`config.mk`:
```
export PLATFORM = sky130hd
export DESIGN_NAME = instruction_cache
export DESIGN_NICKNAME = d
export VERILOG_FILES = /design/src/rtl/icache_pkg.sv /design/src/rtl/icache_line_store.sv /design/src/rtl/instruction_cache.sv
export SDC_FILE = /design/constraint.sdc
export NUM_CORES = 1
export LEC_CHECK = 0
export CORE_ASPECT_RATIO = 0.7
export CORE_MARGIN = 2
export CORE_UTILIZATION = 54
export DETAILED_ROUTE_END_ITERATION = 7
export PLACE_DENSITY_LB_ADDON = 0.15
export SYNTH_ARGS = -nofsm -noshare
export SYNTH_HDL_FRONTEND = slang
export SYNTH_SLANG_ARGS = --single-unit
```
`constraint.sdc`:
```
create_clock -name CLK -period 18.6 [get_ports CLK]
set_input_delay 3.72 -clock CLK [delete_from_list [all_inputs] [get_ports CLK]]
set_output_delay 3.72 -clock CLK [all_outputs]
set_load 0.005 [all_outputs]
```
`src/rtl/icache_pkg.sv`:
```
// Shared types and default geometry for the direct-mapped instruction cache.
package icache_pkg;

  typedef enum logic [1:0] {
    IDLE,
    MEM_READ,
    UPDATE
  } state_e;

  localparam int ADDR_W_DEF      = 10;
  localparam int NUM_BLOCKS_DEF  = 8;
  localparam int BLOCK_WORDS_DEF = 4;

  localparam int IDX_W   = $clog2(NUM_BLOCKS_DEF);
  localparam int OFF_W   = $clog2(BLOCK_WORDS_DEF);
  localparam int TAG_W   = ADDR_W_DEF - 2 - OFF_W - IDX_W;
  localparam int BLOCK_W = 32 * BLOCK_WORDS_DEF;

  // PC value the PC register holds while in reset: means "nothing to fetch".
  localparam logic [31:0] NO_FETCH_PC = 32'hFFFF_FFFC;

endpackage

```
`src/rtl/icache_line_store.sv`:
```
// Valid/tag/data arrays of the instruction cache; one write port, one combinational read port.
module icache_line_store #(
  parameter int NUM_BLOCKS = 8,
  parameter int IDX_W      = 3,
  parameter int TAG_W      = 3,
  parameter int BLOCK_W    = 128
) (
  input  logic               clk_i,
  input  logic               rst_ni,
  input  logic               we_i,
  input  logic [IDX_W-1:0]   widx_i,
  input  logic [TAG_W-1:0]   wtag_i,
  input  logic [BLOCK_W-1:0] wblock_i,
  input  logic [IDX_W-1:0]   ridx_i,
  output logic               rvalid_o,
  output logic [TAG_W-1:0]   rtag_o,
  output logic [BLOCK_W-1:0] rblock_o
);

  logic [NUM_BLOCKS-1:0] valid_q;
  logic [TAG_W-1:0]      tag_q  [NUM_BLOCKS];
  logic [BLOCK_W-1:0]    data_q [NUM_BLOCKS];

  always_ff @(posedge clk_i) begin
    if (!rst_ni) begin
      valid_q <= '0;
    end else if (we_i) begin
      valid_q[widx_i] <= 1'b1;
    end
  end

  // Tags and data carry no reset; the valid bit alone qualifies them.
  always_ff @(posedge clk_i) begin
    if (we_i) begin
      tag_q[widx_i]  <= wtag_i;
      data_q[widx_i] <= wblock_i;
    end
  end

  assign rvalid_o = valid_q[ridx_i];
  assign rtag_o   = tag_q[ridx_i];
  assign rblock_o = data_q[ridx_i];

endmodule

```
`src/rtl/instruction_cache.sv`:
```
// Direct-mapped read-only instruction cache with block refill FSM.
// Define ICACHE_STATS_EN to add saturating HIT_COUNT / MISS_COUNT outputs.
module instruction_cache
  import icache_pkg::*;
#(
  parameter int ADDR_W      = 10,
  parameter int NUM_BLOCKS  = 8,
  parameter int BLOCK_WORDS = 4
) (
  input  logic                                     CLK,
  input  logic                                     RESET_N,
  input  logic [31:0]                              PC,
  output logic [31:0]                              INSTRUCTION,
  output logic                                     BUSYWAIT,
  output logic                                     MEM_READ,
  output logic [ADDR_W-3-$clog2(BLOCK_WORDS):0]    MEM_ADDRESS,
  input  logic [32*BLOCK_WORDS-1:0]                MEM_READDATA,
  input  logic                                     MEM_BUSYWAIT
`ifdef ICACHE_STATS_EN
  ,
  output logic [15:0]                              HIT_COUNT,
  output logic [15:0]                              MISS_COUNT
`endif
);

  localparam int OFF_BITS = $clog2(BLOCK_WORDS);
  localparam int IDX_BITS = $clog2(NUM_BLOCKS);
  localparam int TAG_BITS = ADDR_W - 2 - OFF_BITS - IDX_BITS;
  localparam int BLK_BITS = 32 * BLOCK_WORDS;

  logic [OFF_BITS-1:0] pc_off;
  logic [IDX_BITS-1:0] pc_idx;
  logic [TAG_BITS-1:0] pc_tag;
  logic                no_fetch;

  logic                line_valid;
  logic [TAG_BITS-1:0] line_tag;
  logic [BLK_BITS-1:0] line_block;
  logic [31:0]         words [BLOCK_WORDS];
  logic                hit;
  logic                line_we;

  state_e              state_q;
  logic                mem_read_q;
  logic [BLK_BITS-1:0] block_q;

  assign pc_off   = PC[2 +: OFF_BITS];
  assign pc_idx   = PC[2+OFF_BITS +: IDX_BITS];
  assign pc_tag   = PC[2+OFF_BITS+IDX_BITS +: TAG_BITS];
  assign no_fetch = (PC == NO_FETCH_PC);

  icache_line_store #(
    .NUM_BLOCKS (NUM_BLOCKS),
    .IDX_W      (IDX_BITS),
    .TAG_W      (TAG_BITS),
    .BLOCK_W    (BLK_BITS)
  ) u_store (
    .clk_i    (CLK),
    .rst_ni   (RESET_N),
    .we_i     (line_we),
    .widx_i   (pc_idx),
    .wtag_i   (pc_tag),
    .wblock_i (block_q),
    .ridx_i   (pc_idx),
    .rvalid_o (line_valid),
    .rtag_o   (line_tag),
    .rblock_o (line_block)
  );

  assign hit = line_valid && (line_tag == pc_tag);

  always_comb begin
    for (int w = 0; w < BLOCK_WORDS; w++) begin
      words[w] = line_block[32*w +: 32];
    end
  end

  assign INSTRUCTION = words[pc_off];

  // Stall is combinational on a miss in IDLE so the PC freezes in the same cycle.
  assign BUSYWAIT    = (state_q != IDLE) || (!hit && !no_fetch);
  assign MEM_READ    = mem_read_q;
  assign MEM_ADDRESS = PC[ADDR_W-1:2+OFF_BITS];

  // PC is frozen during the miss, so its index/tag still address the line being refilled.
  assign line_we = RESET_N && (state_q == UPDATE);

  always_ff @(posedge CLK) begin
    if (!RESET_N) begin
      state_q    <= IDLE;
      mem_read_q <= 1'b0;
    end else begin
      case (state_q)
        IDLE: begin
          if (!hit && !no_fetch) begin
            state_q    <= icache_pkg::MEM_READ;
            mem_read_q <= 1'b1;
          end
        end
        icache_pkg::MEM_READ: begin
          if (!MEM_BUSYWAIT) begin
            state_q    <= UPDATE;
            mem_read_q <= 1'b0;
          end
        end
        UPDATE: begin
          state_q <= IDLE;
        end
        default: begin
          state_q    <= IDLE;
          mem_read_q <= 1'b0;
        end
      endcase
    end
  end

  // Memory data is only guaranteed in the cycle MEM_BUSYWAIT falls, so hold it for UPDATE.
  always_ff @(posedge CLK) begin
    if ((state_q == icache_pkg::MEM_READ) && !MEM_BUSYWAIT) begin
      block_q <= MEM_READDATA;
    end
  end

`ifdef ICACHE_STATS_EN
  logic [15:0] hit_cnt_q, hit_cnt_d;
  logic [15:0] miss_cnt_q, miss_cnt_d;

  always_comb begin
    hit_cnt_d  = hit_cnt_q;
    miss_cnt_d = miss_cnt_q;
    if ((state_q == IDLE) && !no_fetch) begin
      if (hit && (hit_cnt_q != 16'hFFFF)) begin
        hit_cnt_d = hit_cnt_q + 16'd1;
      end
      if (!hit && (miss_cnt_q != 16'hFFFF)) begin
        miss_cnt_d = miss_cnt_q + 16'd1;
      end
    end
  end

  always_ff @(posedge CLK) begin
    if (!RESET_N) begin
      hit_cnt_q  <= '0;
      miss_cnt_q <= '0;
    end else begin
      hit_cnt_q  <= hit_cnt_d;
      miss_cnt_q <= miss_cnt_d;
    end
  end

  assign HIT_COUNT  = hit_cnt_q;
  assign MISS_COUNT = miss_cnt_q;
`endif

endmodule
```
==> flow_summary_export.csv <==
group,metric,value,unit
run_status,outcome,"completed",
final_layout,final_layout_size_suffix_gt1_share,12.1,%
floorplanning,io_pins,203,
power_and_ir_drop,powerDensity,107,nW/µm²
clocking,cts_tree,"done",
sta,finalWorstSetupSlack,6.88,ns
placed_design,gp_congestion,0.773,
global_routing,antenna_found_initial,5,
placed_design,portBuffers,202,
worst_setup_path,path_common_cell,"buf_4",
route,wl,121000,µm
worst_setup_path,cp_top_family,"buffers and inverters",
sta,finalHoldViolations,0,
logic_synthesis,syn_nets,2559,
route,routedWlPerCell,32.2,µm
clocking,cts_sinks,1187,
clocking,cts_setup_buffers,0,
sta,setup_viol,0,
route,drc,0,
clocking,ctsRootBufferMaster,"clkbuf_16",
worst_setup_path,start_kind,"input port",
logic_synthesis,syn_avg_cell_area,18.4,µm²
sta,slew_viol_final,0,
logic_synthesis,ys_seq_elements,1187,
worst_setup_path,slowest_delay,0.57,ns
logic_synthesis,ys_warn_count,0,
floorplanning,die_w,346,µm
worst_setup_path,cp.required,14.88,ns
hold_path,hold_class,"reg2reg",
final_layout,fillers,5547,
worst_setup_path,endpoint_kind,"output pin",
global_routing,gr-total-overflow,0,
worst_setup_path,slowest_stage,"buf_4",
sta,slew_headroom,9.37,%
logic_synthesis,async_flop_share,0,%
final_layout,syn_to_final_growth,15.2,%
sta,rsz0062_at_grt,"no",
placed_design,dp_slack,6.92,ns
sta,period_needed,11.72,ns
worst_setup_path,crit_fanout,62,
power_and_ir_drop,power_leakage,16.1,nW
route,ant_nets,0,
sta,fmaxAchievable,85.3,MHz
worst_setup_path,criticalPathCategory,"in2out",
logic_synthesis,synth_cells,2396,
logic_synthesis,synth-edff-count,1176,
sta,worst-slew-pin-transition,1.35,ns
worst_setup_path,arrival,8.00,ns
power_and_ir_drop,irDropWorstVdd,78.3,µV
hold_path,hp-start,"u_store.valid_q[6]",
logic_synthesis,ys_types,57,
sta,fin_crit_sh,63.0,%
worst_setup_path,crit_buf_inv,5,
route,first_pass_iters,6,
floorplanning,fp.dieArea,84000,µm²
clocking,clkLatencyLatePin,0.69,ns
floorplanning,start_util,54.7,%
global_routing,grt_max_degree,130,
worst_setup_path,startpoint,"PC[4]",
worst_setup_path,reg2reg_from,"state_q[1]",
placed_design,hpwlAfterDp,63200,µm
floorplanning,coreArea,80700,µm²
clocking,cts_resized,0,
clocking,cts_buffer_depth,3,
route,vias,24700,
clocking,holdBufCountCts,0,
global_routing,grt_use_total,28.8,%
route,vias_per_cell,6.56,
route,drtIter0Drc,3275,
logic_synthesis,ys_seq_area_share,80.6,%
clocking,h-tree-depth,3,
sta,fin_tns_setup,0,ns
final_layout,fin_nets,2769,
logic_synthesis,synth_area,44100,µm²
global_routing,grt_pass1_wl,173000,µm
logic_synthesis,synth_ff_type,"edfxtp_1",
global_routing,grt_pass1_vias,24500,
clocking,clk_pin_slew,0.06,ns
worst_setup_path,cp_cell_sequence,"buf_8, buf_4, buf_4, and2_2, buf_4, a22oi_1, o211ai_1, a21oi_1, a311oi_1, a31o_1, clkdlybuf4s50_1",
job,maxCapViolations,0,
floorplanning,num_rows,87,
sta,skew,0.0178,ns
clocking,cts_buffers,106,
floorplanning,die_h,243,µm
## cells in the final DEF, fill, tap and decap left out, types with 8 or more instances in the layout
cell,synthesis,routed
edfxtp_1,1176,1176
clkdlybuf4s50_1,0,197
a22oi_1,136,136
a21oi_1,121,121
clkbuf_16,0,109
a221oi_1,98,98
mux2i_1,87,87
nand2_1,77,77
nor2_1,74,68
buf_4,26,59
mux2_2,58,58
o21ai_0,36,36
o211ai_1,33,33
o21ai_1,33,33
a22o_1,31,31
nand3_1,30,30
clkbuf_1,63,28
mux2_1,24,24
clkinv_1,0,21
mux4_2,20,20
clkinv_2,0,17
nand4_1,16,16
o2bb2ai_1,15,15
a222oi_1,14,14
a221o_1,14,14
o31ai_1,13,13
o311ai_1,12,12
dfxtp_1,11,11
a211oi_1,11,11
bufinv_16,0,11
a21o_1,10,10
inv_1,9,8
## metal layers
metal | vias up | share of wire (%) | GRT usage (%)
met4 | 2 | 2.9 | 8.63
met1 | 12700 | 40 | 41.6
met5 | - | 0.0099 | 0
met2 | 1497 | 46 | 43.9
met3 | 202 | 11 | 7.00
li1 | 10300 | - | -
## cell families after synthesis
family | count (synthesis) | synth area share (%)
DFF | 1187 | 80.6
AOI/OAI and AO/OA | 610 | 9.99
and+or+nand+nor | 234 | 2.41
muxes | 189 | 5.09
buffers and inverters | 173 | 1.89
xor gates and xnor gates | 3 | 0.0596
## synth_stat cells, drive strengths merged, types with 8 or more instances
cell type	number	area share [%]
a222oi	14	0.32
nand4	16	0.23
mux2	82	2.1
dfxtp	11	0.50
mux4	20	1.0
a21oi	121	1.4
a22o	31	0.62
a21o	10	0.17
nor2	76	0.66
inv	12	0.10
o21ai	69	0.78
o311ai	13	0.26
nand3	30	0.34
a221o	14	0.32
buf	98	1.3
o211ai	33	0.56
clkbuf	63	0.54
o2bb2ai	15	0.30
a211oi	11	0.19
o31ai	13	0.22
nor3	8	0.10
a22oi	136	2.3
a221oi	99	2.0
edfxtp	1176	80
mux2i	87	2.0
nand2	77	0.66
## area by class of cell
cell class / count / area [µm²] / area share (%)
repair buffers: 263 / 2530 / 4.99
inverters: 12 / 46.3 / 0.0911
clock inverters: 58 / 602 / 1.18
flip-flops and latches: 1187 / 35500 / 69.9
clock buffers: 140 / 2870 / 5.66
multi-input cells: 1036 / 7870 / 15.5
well taps: 1068 / 1340 / 2.63
diodes: 2 / 5.00 / 0.00985
## state kept, by name, indices dropped and copies added, names as in the netlist
register	count
state_q	2
MEM_READ	1
u_store.tag_q	24
u_store.valid_q	8
u_store.data_q	1024
block_q	128
## where the power goes
part | leakage [nW] | internal [mW] | switching (mW) | total (mW)
combinational | 3.67 | 0.107 | 0.171 | 0.278
sequential | 10.7 | 2.96 | 0.0301 | 2.99
clock | 1.69 | 1.24 | 0.954 | 2.20
## worst paths after layout
path | end | slack, ns | cells after the start
max | INSTRUCTION[6] | 6.88 | 11
min | u_store.valid_q[6] | 0.46 | 1
max reg2reg | u_store.data_q[6][92] | 14.82 | 4
min reg2reg | u_store.valid_q[6] | 0.46 | 1
## per-stage QoR
step / area (µm²) / hold WS [ns] / util (%) / std cells / power [mW]
6_report: 50800 / 0.462 / 63.0 / 3766 / 5.46
5_1_grt: 50800 / 0.475 / 63.0 / 3764 / 5.60
4_1_cts: 50800 / 0.458 / 63.0 / 3764 / 5.47
3_5_place_dp: 47300 / 0.443 / 58.7 / 3566 / 3.32
3_3_place_gp: 47300 / 0.433 / 58.7 / 3566 / 3.31
2_1_floorplan: 44100 / 0.427 / - / 2396 / 3.17
## worst register-to-register path: stages, from the launching register on
cell      delay, ns
dfxtp_1        0.46
nand3b_1       0.55
nor3_2         0.97
buf_4          0.56
buf_4          0.82
Power figures use the tool's default switching activity.
